File: src/rtl/regfile_wb_arbiter.sv
// Writeback arbiter for a single register-file write port, plus a
// pending-write scoreboard that stalls issue on RAW/WAW hazards.
// Port 0 is the single-cycle ALU path. Port 1 is the multi-cycle load/mul path.
// Port 1 gets one forced win after STARVE_MAX consecutive losses.
module regfile_wb_arbiter #(
  parameter int DATA_W     = 32,
  parameter int STARVE_MAX = 3
) (
  input  logic              CLOCK_50,
  input  logic              rst_n,
  input  logic              req0_valid,
  input  logic [4:0]        req0_dst,
  input  logic [DATA_W-1:0] req0_data,
  output logic              req0_ready,
  input  logic              req1_valid,
  input  logic [4:0]        req1_dst,
  input  logic [DATA_W-1:0] req1_data,
  output logic              req1_ready,
  input  logic              issue_valid,
  input  logic [4:0]        issue_src_a,
  input  logic [4:0]        issue_src_b,
  input  logic [4:0]        issue_dst,
  output logic              issue_stall,
  output logic [DATA_W-1:0] wb,
  output logic [4:0]        dst,
  output logic              reg_write,
  output logic [31:0]       pending
);

  localparam int SW = (STARVE_MAX < 1) ? 1 : $clog2(STARVE_MAX + 1);
  localparam logic [SW-1:0] STARVE_LIM = SW'(STARVE_MAX);

  logic [SW-1:0]     starve_q, starve_d;
  logic [DATA_W-1:0] wb_q, wb_d;
  logic [4:0]        dst_q, dst_d;
  logic              reg_write_q, reg_write_d;
  logic [31:0]       pending_q, pending_d;
  logic              grant0, grant1;
  logic              hit_a, hit_b, hit_d;
  logic              issue_fire;

  // Grant selection: a lone requester wins; on a tie, port 0 wins unless port 1 is starved.
  always_comb begin
    grant0 = 1'b0;
    grant1 = 1'b0;
    if (!rst_n) begin
      grant0 = 1'b0;
      grant1 = 1'b0;
    end else if (req0_valid && req1_valid) begin
      if (starve_q == STARVE_LIM) begin
        grant1 = 1'b1;
      end else begin
        grant0 = 1'b1;
      end
    end else begin
      grant0 = req0_valid;
      grant1 = req1_valid;
    end
  end

  assign req0_ready = grant0;
  assign req1_ready = grant1;

  // Hazard detection against registered pending bits; register 0 never hazards.
  always_comb begin
    hit_a       = (issue_src_a != 5'd0) && pending_q[issue_src_a];
    hit_b       = (issue_src_b != 5'd0) && pending_q[issue_src_b];
    hit_d       = (issue_dst   != 5'd0) && pending_q[issue_dst];
    issue_stall = issue_valid && (hit_a || hit_b || hit_d);
    issue_fire  = issue_valid && !(hit_a || hit_b || hit_d);
  end

  // Next state for the starvation counter, write register and scoreboard.
  always_comb begin
    starve_d    = starve_q;
    wb_d        = wb_q;
    dst_d       = dst_q;
    reg_write_d = 1'b0;
    pending_d   = pending_q;

    if (grant1) begin
      starve_d = {SW{1'b0}};
    end else if (req1_valid && grant0 && (starve_q != STARVE_LIM)) begin
      starve_d = starve_q + {{(SW-1){1'b0}}, 1'b1};
    end else begin
      starve_d = starve_q;
    end

    if (grant0) begin
      wb_d        = req0_data;
      dst_d       = req0_dst;
      reg_write_d = (req0_dst != 5'd0);
    end else if (grant1) begin
      wb_d        = req1_data;
      dst_d       = req1_dst;
      reg_write_d = (req1_dst != 5'd0);
    end else begin
      reg_write_d = 1'b0;
    end

    // The clear lands with the register-file commit; a same-edge set overrides it.
    if (reg_write_q) begin
      pending_d[dst_q] = 1'b0;
    end else begin
      pending_d = pending_q;
    end
    if (issue_fire && (issue_dst != 5'd0)) begin
      pending_d[issue_dst] = 1'b1;
    end else begin
      pending_d = pending_d;
    end
    pending_d[0] = 1'b0;
  end

  // State registers with synchronous active-low reset.
  always_ff @(posedge CLOCK_50) begin
    if (!rst_n) begin
      starve_q    <= {SW{1'b0}};
      wb_q        <= {DATA_W{1'b0}};
      dst_q       <= 5'd0;
      reg_write_q <= 1'b0;
      pending_q   <= 32'd0;
    end else begin
      starve_q    <= starve_d;
      wb_q        <= wb_d;
      dst_q       <= dst_d;
      reg_write_q <= reg_write_d;
      pending_q   <= pending_d;
    end
  end

  assign wb        = wb_q;
  assign dst       = dst_q;
  assign reg_write = reg_write_q;
  assign pending   = pending_q;

endmodule

File: config.mk
export PLATFORM = sky130hd
export DESIGN_NAME = regfile_wb_arbiter
export DESIGN_NICKNAME = d
export VERILOG_FILES = /design/src/rtl/regfile_wb_arbiter.sv
export SDC_FILE = /design/constraint.sdc
export NUM_CORES = 1
export LEC_CHECK = 0
export ABC_AREA = 1
export ABC_CLOCK_PERIOD_IN_PS = 3950
export CORE_MARGIN = 2
export CORE_UTILIZATION = 48
export CTS_CLUSTER_SIZE = 8
export DETAILED_ROUTE_END_ITERATION = 12
export PLACE_DENSITY = 0.86
export SYNTH_ARGS = -nofsm -noshare
export SYNTH_HDL_FRONTEND = slang
export SYNTH_SLANG_ARGS = --single-unit
File: constraint.sdc
create_clock -name CLOCK_50 -period 3.95 [get_ports CLOCK_50]
set_input_delay 0.5925 -clock CLOCK_50 [delete_from_list [all_inputs] [get_ports CLOCK_50]]
set_output_delay 0.5925 -clock CLOCK_50 [all_outputs]
set_load 0.02 [all_outputs]
==> results.md <==
| Item | Reported |
|:---|:---|
| Most frequent cells in the layout | nand2_1 (183), clkdlybuf4s50_1 (165), a21oi_1 (102), dfxtp_1 (71), inv_1 (54) |
| Data arrival time at the worst-slack endpoint | 3.05 ns |
| Number of diodes added for antenna fixing | 0 |
| Start of the worst register-to-register path | starve_q[0] |
| Status | completed |
| Aggregate global-route resource usage | 32.93% |
| Net count after synthesis | 783 |
| Cell family with the largest share of critical-path delay | buffers and inverters |
| Highest net fanout along the worst path | 13 |
| Weighted congestion at the end of routability-driven global placement | 1.012 |
| Number of antenna-violating nets in the routed design | 0 |
| Fin nets | 929 |
| Startpoint of the tightest hold check path | wb[3] |
| Max VDD drop | 0.0001944 V |
| Routed length per placed instance | 17.17 um |
| Horizontal die dimension | 99.24 um |
| Peak clock frequency supported by timing | 0.2744 GHz |
| Total wirelength of the detailed-routed design | 16260 um |
| Final Skew | 0.01639 ns |
| Average vias per placed instance | 5.724 |
| Remaining max-slew budget at the tightest pin | 37.98% |
| Post-route DRC violation count | 0 |
| Placement-stage worst setup slack | 0.3363 ns |
| Cell area after technology mapping | 4354 um2 |
| Hold bufs inserted after CTS | 0 |
| Setup Total Neg Slack | 0 ns |
| Type of destination of the critical path | output pin |
| Max-cap violations | 0 |
| Ordered cell list for the critical path | clkdlybuf4s50_1 -> nand2_2 -> inv_1 -> nand2_1 -> nand2_1 -> o21ai_0 -> nand2_1 -> nor2_2 -> nand2_2 -> nor2_4 -> a21boi_0 -> clkdlybuf4s50_1 |
| Compound-Gate Fraction of Synth Area | 23.42% |
| Violation count after the first detailed-routing iteration | 301 |
| Worst Max-Slew Pin Slew | 0.9293 ns |
| Vias in the first global route | 5269 |
| Maximum buffer depth of the clock tree | 2 |
| First element of the critical path | issue_dst[0] |
| Final setup violation count | 0 |
| Netlist cell types | 33 |
| Share of the yosys chip area belonging to registers | 32.64% |
| Static Leakage | 2.353 nW |
| Critical Path RT | 3.36 ns |
| Reg2Reg Setup Slack | 1.84 ns |
| CTS H-Tree Depth | 3 |
| Most Frequent Cell on Critical Path | nand2_1 |
| Simple-gate portion of the synthesized area | 32.82% |
| CP max stage cell | clkdlybuf4s50_1 |
| Mapped Avg Cell Area | 6.329 um2 |
| FF+latch count, synth | 71 |
| Worst setup margin | 0.3053 ns |
| Total buffers and inverters traversed by the critical path | 3 |
| Maximum number of pins on one net before global-route repair | 69 |
| Final max-slew violation count | 0 |
| Detailed placement HPWL | 12240 um |
| Portion of synthesized cell area occupied by the leading cell type | 32.64% |
| Hold violation total from the final report | 0 |
| Post-synth top area cell | dfxtp_1 |
| Post-CTS Setup Repair Bufs | 0 |
| Vias post-DR | 5421 |
| Area share of fa/ha/maj cells after synthesis | 0.2874% |
| Area growth, synth to finish | 41.24% |
| Resize count post-CTS | 0 |
| Initial Utilization | 49.69% |
| Highest cell delay on the worst timing path | 0.73 ns |
| Share of cell area taken by muxes after synthesis | 0% |
| Die boundary height | 99.24 um |
| Aggregate global routing overflow | 0 |
| Std-Cell Core Area | 8763 um2 |
| Clock Pin Slew Worst Setup and Hold Paths | 0.06 ns |
| YS warnings | 0 |
| RSZ-0062 raised after global routing | no |
| Number of port buffers | 165 |
| Commonest non-fill, non-tap cell in the layout | nand2_1 |
| Clock buffers created by TritonCTS | 9 |
| Crit path time final | 3.645 ns |
| Min-delay worst type | reg2reg |
| Sinks on the clock net | 71 |
| Synthesized instance count | 688 |
| Pre-antenna DRT Iters | 5 |
| Ports | 167 |
| Buffer type at the clock tree root | clkbuf_8 |
| Clock tree from TritonCTS | yes |
| Final worst-path cycle share | 92.27% |
| Fraction of final layout cells with drive strength greater than 1 | 4.529% |
| Area of the die | 9849 um2 |
| Combinational family with the most area after synthesis | simple AND/OR/NAND/NOR gates |
| Global-route wire length before repair | 26090 um |
| Xor and xnor fraction of the mapped netlist area | 0.2011% |
| Worst setup path class | in2out |
| Fill count | 762 |
| Row Count | 34 |
| Source-to-sink clock delay at the later pin of the worst-skew pair | 0.35 ns |
| Most area-consuming cells after synthesis | dfxtp_1 (33%), nand2_1 (16%), a21oi_1 (12%) |
| Number of antenna violations at the first check in global routing | 0 |
| Power density over cell area | 284.5 nW/um2 |
| CP startpoint kind | primary input |
flip-flops by register name, summed over array words and instances (netlist names):
register and flops:
wb 32, pending 31, dst 5, starve_q 2, reg_write 1
cell usage after synthesis:
| library cell | count |
|---|---|
| nand3b_1 | 1 |
| nand4_1 | 34 |
| nor2_1 | 49 |
| inv_2 | 5 |
| buf_6 | 5 |
| clkbuf_4 | 1 |
| nor2_4 | 1 |
| nand2_2 | 2 |
| buf_1 | 1 |
| nand2_4 | 1 |
| a21boi_0 | 1 |
| a31oi_1 | 6 |
| buf_2 | 6 |
| nor3_1 | 10 |
| or4_1 | 1 |
| o21ai_0 | 40 |
| inv_1 | 54 |
| a21oi_1 | 102 |
| buf_4 | 9 |
| nand3_1 | 45 |
| xnor2_1 | 1 |
| a21oi_2 | 1 |
| clkbuf_1 | 17 |
| o21bai_1 | 32 |
| clkinv_1 | 1 |
| clkbuf_2 | 1 |
| nor3b_1 | 1 |
| conb_1 | 1 |
| ha_1 | 1 |
| dfxtp_1 | 71 |
| nand2_1 | 183 |
| o211ai_1 | 2 |
| nor2_2 | 2 |
final cells by class:
type | instances | area, um2 | share of cell area, %
Multi-Input combinational cell | 517 | 2476 | 40.26
Clock buffer | 10 | 127.6 | 2.075
Timing Repair Buffer | 175 | 1727 | 28.08
Inverter | 60 | 225.2 | 3.662
Sequential cell | 71 | 1421 | 23.11
Clock inverter | 6 | 37.54 | 0.6104
Tap cell | 108 | 135.1 | 2.197
logic make-up after synthesis:
family	after synthesis
DFF	71
xor gates and xnor gates	1
AOI/OAI and AO/OA	184
buffers and inverters	100
adders and majority gates	1
other	1
and+or+nand+nor	330
layer usage:
layer / part of all wire [%] / track usage (%) / vias up
met5: 0 / 0 / -
met2: 49 / 57.07 / 263
met1: 38 / 37.63 / 2509
li1: - / - / 2593
met4: 3.5 / 14.65 / 0
met3: 9.1 / 9.417 / 56
power breakdown:
part           internal, mW  switching [mW]  leakage [nW]
clock network         0.226           0.291        0.0898
registers             0.749          0.0268         0.580
logic                 0.208           0.249          1.68
total                  1.18           0.567          2.35
stage by stage:
step	instances	power (mW)	utilization, %	instance area [um2]	hold WS [ns]
floorplan	688	1.028	-	4354	0.4783
global placement	931	1.233	68.29	5984	0.4517
detailed placement	931	1.242	68.29	5984	0.4582
CTS	947	1.744	70.17	6150	0.4694
global route	947	1.818	70.17	6150	0.4874
finish	947	1.750	70.17	6150	0.4676
worst register-to-register path, stage by stage, from the launching register on:
cell	delay (ns)
dfxtp_1	0.33
ha_1	0.21
o21ai_0	0.28
nor2_2	0.11
buf_4	0.20
inv_1	0.06
nand2_1	0.05
inv_2	0.48
nand2_1	0.13
a21oi_1	0.19
worst paths after layout:
kind / end / cells after the start
hold reg to reg: wb[3] / 2
hold / removal: wb[3] / 2
setup / recovery: issue_stall / 12
setup reg to reg: wb[27] / 9
Power figures use the tool's default switching activity.
